$ cat src/rtl/regfile_pkg.sv
// Shared defaults and types for the multi-port register file.
// Optional macro REGFILE_BYPASS_EN (used in regfile_mp) enables write-to-read forwarding.
package regfile_pkg;

    localparam int DATA_WIDTH = 32;
    localparam int DEPTH      = 32;
    localparam int NUM_RD     = 4;
    localparam int NUM_WR     = 2;
    localparam int AW         = $clog2(DEPTH);

    typedef logic [AW-1:0]         reg_addr_t;
    typedef logic [DATA_WIDTH-1:0] reg_data_t;

    localparam reg_addr_t ZERO_ADDR = '0;

endpackage

$ cat src/rtl/regfile_wr_sel.sv
// Write-port selector: reports whether any enabled write port targets addr and
// returns that port's data, with the highest-index port taking priority.
module regfile_wr_sel #(
    parameter int NUM_WR     = regfile_pkg::NUM_WR,
    parameter int AW         = regfile_pkg::AW,
    parameter int DATA_WIDTH = regfile_pkg::DATA_WIDTH
) (
    input  logic [AW-1:0]                addr,
    input  logic [NUM_WR-1:0]            wr_en,
    input  logic [NUM_WR*AW-1:0]         wr_addr,
    input  logic [NUM_WR*DATA_WIDTH-1:0] wr_data,
    output logic                         hit,
    output logic [DATA_WIDTH-1:0]        data
);

    // NOTE: blocking assignments in always_comb; the ascending scan lets a later
    // (higher-index) port overwrite an earlier match, which is the priority rule.
    always_comb begin
        hit  = 1'b0;
        data = '0;
        for (int w = 0; w < NUM_WR; w++) begin
            if (wr_en[w] && (wr_addr[w*AW +: AW] == addr)) begin
                hit  = 1'b1;
                data = wr_data[w*DATA_WIDTH +: DATA_WIDTH];
            end
        end
    end

endmodule

$ cat src/rtl/regfile_mp.sv
// Multi-port register file with per-register busy scoreboard (set at issue, cleared at writeback).
// Define REGFILE_BYPASS_EN to forward same-cycle write data and post-edge busy onto the read ports.
module regfile_mp #(
    parameter int DATA_WIDTH = regfile_pkg::DATA_WIDTH,
    parameter int DEPTH      = regfile_pkg::DEPTH,
    parameter int NUM_RD     = regfile_pkg::NUM_RD,
    parameter int NUM_WR     = regfile_pkg::NUM_WR,
    parameter int ZERO_REG   = 1,
    localparam int AW        = (DEPTH > 1) ? $clog2(DEPTH) : 1
) (
    input  logic                         clk,
    input  logic                         rst,
    input  logic [NUM_RD*AW-1:0]         rd_addr,
    output logic [NUM_RD*DATA_WIDTH-1:0] rd_data,
    output logic [NUM_RD-1:0]            rd_busy,
    input  logic [NUM_WR-1:0]            wr_en,
    input  logic [NUM_WR*AW-1:0]         wr_addr,
    input  logic [NUM_WR*DATA_WIDTH-1:0] wr_data,
    input  logic [NUM_WR-1:0]            sb_set_en,
    input  logic [NUM_WR*AW-1:0]         sb_set_addr,
    output logic [DEPTH-1:0]             busy_vec
);

    import regfile_pkg::*;

    localparam logic [AW:0] DEPTH_L = (AW+1)'(DEPTH);

    logic [DATA_WIDTH-1:0] mem         [DEPTH];
    logic [DATA_WIDTH-1:0] wr_sel_data [DEPTH];
    logic [DEPTH-1:0]      busy, busy_nxt, set_vec, wr_hit, wr_we;

    // Out-of-range addresses never match a register index, so they drop out here.
    for (genvar r = 0; r < DEPTH; r++) begin : g_reg
        regfile_wr_sel #(.NUM_WR(NUM_WR), .AW(AW), .DATA_WIDTH(DATA_WIDTH)) u_wr_sel (
            .addr    (AW'(r)),
            .wr_en   (wr_en),
            .wr_addr (wr_addr),
            .wr_data (wr_data),
            .hit     (wr_hit[r]),
            .data    (wr_sel_data[r])
        );
        assign wr_we[r] = wr_hit[r] && !((ZERO_REG != 0) && (r == 0));
    end

    always_comb begin
        set_vec = '0;
        for (int s = 0; s < NUM_WR; s++) begin
            for (int r = 0; r < DEPTH; r++) begin
                if (sb_set_en[s] && (sb_set_addr[s*AW +: AW] == AW'(r))) set_vec[r] = 1'b1;
            end
        end
        if (ZERO_REG != 0) set_vec[0] = 1'b0;
    end

    // A new producer supersedes the retiring one, so set beats writeback clear.
    assign busy_nxt = set_vec | (busy & ~wr_hit);

    // NOTE: the storage array is reset explicitly because the architectural state
    // must read zero after reset; sequential state uses non-blocking assignments.
    always_ff @(posedge clk or negedge rst) begin
        if (!rst) begin
            busy <= '0;
            for (int i = 0; i < DEPTH; i++) mem[i] <= '0;
        end else begin
            busy <= busy_nxt;
            for (int i = 0; i < DEPTH; i++) begin
                if (wr_we[i]) mem[i] <= wr_sel_data[i];
            end
        end
    end

`ifdef REGFILE_BYPASS_EN
    logic [NUM_RD-1:0]     byp_hit;
    logic [DATA_WIDTH-1:0] byp_data [NUM_RD];

    for (genvar p = 0; p < NUM_RD; p++) begin : g_byp
        regfile_wr_sel #(.NUM_WR(NUM_WR), .AW(AW), .DATA_WIDTH(DATA_WIDTH)) u_byp_sel (
            .addr    (rd_addr[p*AW +: AW]),
            .wr_en   (wr_en),
            .wr_addr (wr_addr),
            .wr_data (wr_data),
            .hit     (byp_hit[p]),
            .data    (byp_data[p])
        );
    end
`endif

    always_comb begin
        logic [AW-1:0] a;
        logic          valid;
        a       = '0;
        valid   = 1'b0;
        rd_data = '0;
        rd_busy = '0;
        for (int p = 0; p < NUM_RD; p++) begin
            a     = rd_addr[p*AW +: AW];
            valid = ({1'b0, a} < DEPTH_L) && !((ZERO_REG != 0) && (a == AW'(ZERO_ADDR)));
            if (valid) begin
                rd_data[p*DATA_WIDTH +: DATA_WIDTH] = mem[a];
                rd_busy[p]                          = busy[a];
`ifdef REGFILE_BYPASS_EN
                // Forwarding is suppressed while reset holds the state at zero.
                if (rst && byp_hit[p]) begin
                    rd_data[p*DATA_WIDTH +: DATA_WIDTH] = byp_data[p];
                    rd_busy[p]                          = set_vec[a];
                end
`endif
            end
        end
    end

    assign busy_vec = busy;

endmodule

$ cat config.mk
export PLATFORM = sky130hd
export DESIGN_NAME = regfile_mp
export DESIGN_NICKNAME = d
export VERILOG_FILES = /design/src/rtl/regfile_pkg.sv /design/src/rtl/regfile_wr_sel.sv /design/src/rtl/regfile_mp.sv
export SDC_FILE = /design/constraint.sdc
export NUM_CORES = 2
export LEC_CHECK = 0
export ABC_CLOCK_PERIOD_IN_PS = 5500
export CAP_MARGIN = 20
export CORE_MARGIN = 1.5
export CORE_UTILIZATION = 50
export CTS_CLUSTER_DIAMETER = 100
export DETAILED_ROUTE_END_ITERATION = 16
export HOLD_SLACK_MARGIN = 0.05
export PLACE_DENSITY = 0.67
export SLEW_MARGIN = 10
export SYNTH_ARGS = -nofsm -noshare
export SYNTH_HDL_FRONTEND = slang
export SYNTH_SLANG_ARGS = --single-unit
export TNS_END_PERCENT = 20
$ cat constraint.sdc
create_clock -name clk -period 5.5 [get_ports clk]
set_input_delay 1.1 -clock clk [delete_from_list [all_inputs] [get_ports clk]]
set_output_delay 1.1 -clock clk [all_outputs]
set_load 0.005 [all_outputs]
==> impl_metrics.tcl <==
set metrics [dict create \
    synthesis.nets 7574 \
    timing.critical_path.buf_inv 3 \
    final_layout_size_suffix_gt1_share_pct 22.7 \
    use_met3_pct 13.0 \
    grt_pass1_wl_um 477000 \
    clk_latency_ns 0.79 \
    crit_family "buffers and inverters" \
    port_buffers 273 \
    die_area_um2 163000 \
    yosysTopAreaCellShare_pct 31.8 \
    path_cells "clkdlybuf4s50_1, nand2b_2, buf_4, o22ai_1, a211o_1, clkdlybuf4s50_1" \
    synth_seq_cells 1024 \
    fin_skew_ns 0 \
    syn_area_um2 80500 \
    crit_start "rd_addr[9]" \
    ys.flop_type "dfrtp_1" \
    track_usage_pct 40.1 \
    async_flop_share_pct 100 \
    critical_path_arrival_ns 4.23 \
    final_nets 7379 \
    drt_wl_total_um 331000 \
    cts_setup_buffers 0 \
    cp_max_fo 17 \
    ant_nets 0 \
    route.detailed.drc 0 \
    max_freq_mhz 187 \
    start_util_pct 50.2 \
    num_rows 147 \
    finalSetupTns_ns 0 \
    htreeDepth 3 \
    period_share_pct 97.0 \
    via_per_inst 7.34 \
    peakVddDrop_mv 0.271 \
    synth_edf_count 0 \
    drt_iter0_markers 10800 \
    drv_slew 0 \
    avgSynthCellArea_um2 10.8 \
    yosysTopAreaCell "dfrtp_1" \
    hold_viol 0 \
    die_h_um 404 \
    cts_buffers 118 \
    period_minus_slack_ns 5.33 \
    clockBufferDepth 3 \
    yosysSeqAreaShare_pct 31.8 \
    powerDensity_nw_per_um2 348 \
    clk_pin_slew_ns 0.06 \
    syn_inst 7464 \
    place_inst 9295 \
    rr_startpoint "busy_vec[1]$_DFF_PN0_" \
    post_cts_resized 0 \
    stdcell_count 9535 \
    max_stage_delay_ns 0.69 \
    reg2reg_slack_ns 4.59 \
    cts_root_buffer "clkbuf_16" \
    grt_max_degree 170 \
    num_io_pins 274 \
    cts_tree "yes" \
    synth_area_leaders "dfrtp_1 (32%), mux4_2 (25%), mux2i_1 (17%)" \
    relSlewSlack_pct 14.6 \
    status "finished clean" \
    setup_viol 0 \
    max_cap_violations 0 \
    met2_usage_pct 57.4 \
    syn_to_final_growth_pct 12.7 \
    wl_per_cell_um 34.7 \
    yosysMostFrequentCell "mux2i_1" \
    grt_pass1_vias 67800 \
    rsz0062_at_grt "no" \
    clock-sinks 1024 \
    firstDrtPassIters 7 \
    hp-class "in -> async" \
    required_ns 4.40 \
    synth_common_cells "mux2i_1 (1362), dfrtp_1 (1024), mux4_2 (892)" \
    crit_path_frequent_cell "clkdlybuf4s50_1" \
    yosysWarnings 0 \
    met1_usage_pct 52.1 \
    gp_congestion 0.936 \
    core-area_um2 160000 \
    hpwlAfterDp_um 200000 \
    cts_hold_buffers 0 \
    gr-max-usage-layer "met2" \
    worst_slew_pin_slew_ns 1.28 \
    yosys.cell_types.count 43 \
    num_vias 70000 \
    critPathSlowestCell "nand2b_2" \
    start_kind "primary input" \
    crit_type "in -> out" \
    grt_overflow_total 0 \
    antenna_found_initial 9 \
    power_leakage_nw 38.9 \
    die_x_um 404 \
    endpoint_kind "output port" \
]
[cell usage in the layout, fill, tap and decap left out, drive strengths merged, types with 4 or more instances in the layout]
| master | n |
|---|---|
| diode | 10 |
| a21o | 4 |
| mux4 | 892 |
| a22o | 95 |
| buf | 348 |
| inv | 10 |
| o21ai | 593 |
| clkinv | 27 |
| clkinvlp | 4 |
| and2 | 20 |
| nor2 | 660 |
| o22ai | 145 |
| nor2b | 16 |
| mux2 | 130 |
| clkdlybuf4s50 | 255 |
| clkbuf | 170 |
| dfrtp | 1024 |
| mux2i | 1362 |
| o22a | 17 |
| a22oi | 96 |
| nand3 | 10 |
| nand2 | 671 |
| and3 | 32 |
| a31o | 13 |
| a211o | 96 |
| o211ai | 4 |
| o31ai | 32 |
| nand2b | 13 |
| bufinv | 15 |
| a21oi | 552 |
| a211oi | 35 |
[through the flow]
step / hold WS (ns) / area (um2) / total power, mW / setup WS [ns] / utilization, %
after floorplan: 0.497 / 80500 / 19.0 / 1.73 / -
after global placement: 0.596 / 85900 / 22.1 / 0.377 / 53.6
after detailed placement: 0.608 / 86200 / 22.7 / 0.377 / 53.8
after CTS: 0.148 / 90400 / 31.2 / 0.367 / 56.4
after global routing: 0.168 / 90600 / 32.8 / 0.260 / 56.6
final: 0.160 / 90700 / 31.5 / 0.166 / 56.6
[kinds of logic after synthesis]
kind of cell	after synthesis	synth area share [%]
compound gates	1682	12.3
buf+inv	928	4.97
flops	1024	31.8
mux	2384	43.7
simple gates	1446	7.20
[worst register-to-register path, cell delays in order, from the launching register on]
cell and delay [ns]:
dfrtp_1 0.54, nand2_1 0.09, o21ai_0 0.20
[flip-flops by register name, indices dropped and copies added (netlist names)]
register  flops
busy_vec     32
mem         992
[layer usage]
metal / vias up / part of all wire [%]
li1: 27900 / -
met1: 34600 / 35
met2: 5930 / 42
met3: 1562 / 15
met4: 6 / 8.2
met5: - / 0.012
[layout make-up]
class                      count  area, um2
multi-input combinational   5512      51300
inverter                      10       38.8
sequential                  1024      25600
fill                       13200      69500
tap                         2160       2700
antenna                       10       25.0
clock inverter                46        682
clock buffer                 170       3470
timing repair buffer         603       6810
[power by group]
| part | total [mW] | internal (mW) | switching, mW |
|---|---|---|---|
| clock network | 8.63 | 5.06 | 3.57 |
| logic | 10.7 | 6.23 | 4.49 |
| registers | 12.2 | 9.55 | 2.62 |
[worst paths after layout]
kind / to / cells past startpoint
worst max register to register: busy_vec[1]$_DFF_PN0_ / 2
worst min-delay path: busy_vec[23]$_DFF_PN0_ / 1
worst min register to register: busy_vec[12]$_DFF_PN0_ / 2
worst max-delay path: rd_data[53] / 6
max in group asynchronous: mem[468]$_DFFE_PN0P_ / 3
min in group clk: busy_vec[12]$_DFF_PN0_ / 2
(Power assumes the default switching activity.)
==> variant, RTL diff (config.mk and constraints unchanged) <==
Set the package constant `DEPTH` to 16 (it was 32).
--- a/src/rtl/regfile_pkg.sv
+++ b/src/rtl/regfile_pkg.sv
@@ -4,5 +4,5 @@
 
     localparam int DATA_WIDTH = 32;
-    localparam int DEPTH      = 32;
+    localparam int DEPTH      = 16;
     localparam int NUM_RD     = 4;
     localparam int NUM_WR     = 2;
Ports: changed (resized busy_vec, rd_addr, sb_set_addr and wr_addr); port bits go from 274 to 250. No check against the original RTL was run, so the function may have changed too.
==> variant against the original RTL <==
Setup slack better by 0.31 ns; synthesized cell count is 49% lower; non-clock buffer count is 241 lower; first-iteration DRC count is 56% lower; routed wire length is 54% lower; global-route usage is 2.1 points lower; power is 53% lower; clock power is 55% lower; clock skew stayed put; design area is 52% lower; die area is 52% lower; area after synthesis is 52% lower; sequential cell count is 528 lower; critical path type unchanged; highest routed layer unchanged.
==> variant: results (changes against the original RTL) <==
Clocking
  • H-tree depth: 2 (was 3)
  • Clk_lat worst skew: 0.65 ns (was 0.79 ns)
  • Post-cts resize count: 0 (unchanged)

Timing
  • Rel. slew slack: 0.285 (was 0.146)
  • Min Hold Slack: 0.452 ns (was 0.160 ns)

Place
  • Gpl congestion: 0.949 (was 0.936)
  • Place WS: 0.592 ns (was 0.377 ns)
  • Hpwl dp: 93100 um (was 200000 um)
  • Number of port buffers: 249 (was 273)

Drt
  • Final wirelength: 151000 um (was 331000 um)
  • TritonRoute pass-1 iters: 6 (was 7)
  • WL met3: 17800 um (was 48700 um)
  • 1st-iter DRT viols: 4764 (was 10826)
  • Met2 WL: 67700 um (was 140000 um)
  • Metal-1 WL: 56400 um (was 115000 um)
  • Routed vias: 34547 (was 69969)

Final layout
  • Filler cells: 6650 (was 13240)
  • Layout cell share with drive strength beyond 1: 0.191 (was 0.227)
  • Multi-input combinational area share: 0.557 (was 0.566)
  • Register area: 12400 um^2 (was 25600 um^2)
  • Max reg flops: 480 (was 992)
  • Comb_multi_in: 2902 (was 5512)
  • Clock network area share: 0.0425 (was 0.0458)
  • Layout Nets: 3935 (was 7379)
  • Ant diodes: 6 (was 10)
  • Number of non-clock inverters: 12 (was 10)

Outcome
  • Status: complete, no violations (unchanged)

Synth
  • Sequential share of the synthesized area: 0.322 (was 0.318)
  • Netlist cell types: 41 (was 43)
  • Top post-synthesis cells by count: 681 x mux2i_1, 496 x dfrtp_1, 448 x nor2_1 (was 1362 x mux2i_1, 1024 x dfrtp_1, 892 x mux4_2)
  • Post-synthesis register bit count: 496 (was 1024)
  • Ranking of synthesized cells by area: dfrtp_1 32%, mux4_2 18%, mux2i_1 18%, a21oi_1 5.4%, nor2_1 4.4% (was dfrtp_1 32%, mux4_2 25%, mux2i_1 17%, o21ai_0 3.5%, a21oi_1 3.4%)

Worst setup path
  • Reg2reg end: mem[61]$_DFFE_PN0P_ (was busy_vec[1]$_DFF_PN0_)
  • FF-to-FF setup slack: 4.61 ns (was 4.59 ns)
  • Worst r2r src: mem[61]$_DFFE_PN0P_ (was busy_vec[1]$_DFF_PN0_)
  • Setup crit end: rd_data[47] (was rd_data[53])
  • Arrival time at the worst endpoint: 3.92 ns (was 4.23 ns)
  • Crit path launch: rd_addr[4] (was rd_addr[9])
  • CP max FO: 16 (was 17)

GRT
  • Grt met1 use: 0.503 (was 0.521)
  • Met2 Usage GRT: 0.577 (was 0.574)
  • Wire length of the first global-routing pass: 222000 um (was 477000 um)
  • Global-route met3 utilization: 0.0903 (was 0.130)
  • Total GRT Usage: 0.380 (was 0.401)
  • Number of global-route vias before repair: 33145 (was 67773)

Pwr
  • Clock share of power: 0.261 (was 0.274)
  • Power Sequential: 5.81 mW (was 12.2 mW)
  • Leakage: 17.4 nW (was 38.9 nW)
  • Sw frac: 0.349 (was 0.339)
variant: cell count changes after synthesis, moves of 203 or more:
cell	before	now
clkbuf_1	595	260
dfrtp_1	1024	496
mux2i_1	1362	681
mux4_2	892	306
nand2_1	671	258
nor2_1	651	448
o21ai_0	562	92
variant: worst max-delay path: stages:
cell             delay, ns
clkdlybuf4s50_1       0.79
inv_2                 0.08
nand2_2               0.60
buf_4                 0.28
o22ai_1               0.10
a21oi_1               0.36
clkdlybuf4s50_1       0.60
variant: cells by family (layout without fill, tap and decap cells):
family                 after synthesis  in the layout  synth area share
AO/OA/AOI/OAI                      954            954             0.145
buffers and inverters              440            481            0.0513
flip-flops                         496            496             0.322
multiplexers                      1110           1110             0.392
other                                0              6                 0
AND/OR/NAND/NOR                    838            838            0.0896
variant: per-stage QoR:
step           utilization  area, um^2  instances
2_1_floorplan            -       38500       3838
3_3_place_gp         0.549       41800       4802
3_5_place_dp         0.549       41800       4802
4_1_cts              0.573       43600       4909
5_1_grt              0.574       43600       4913
6_report             0.574       43600       4915
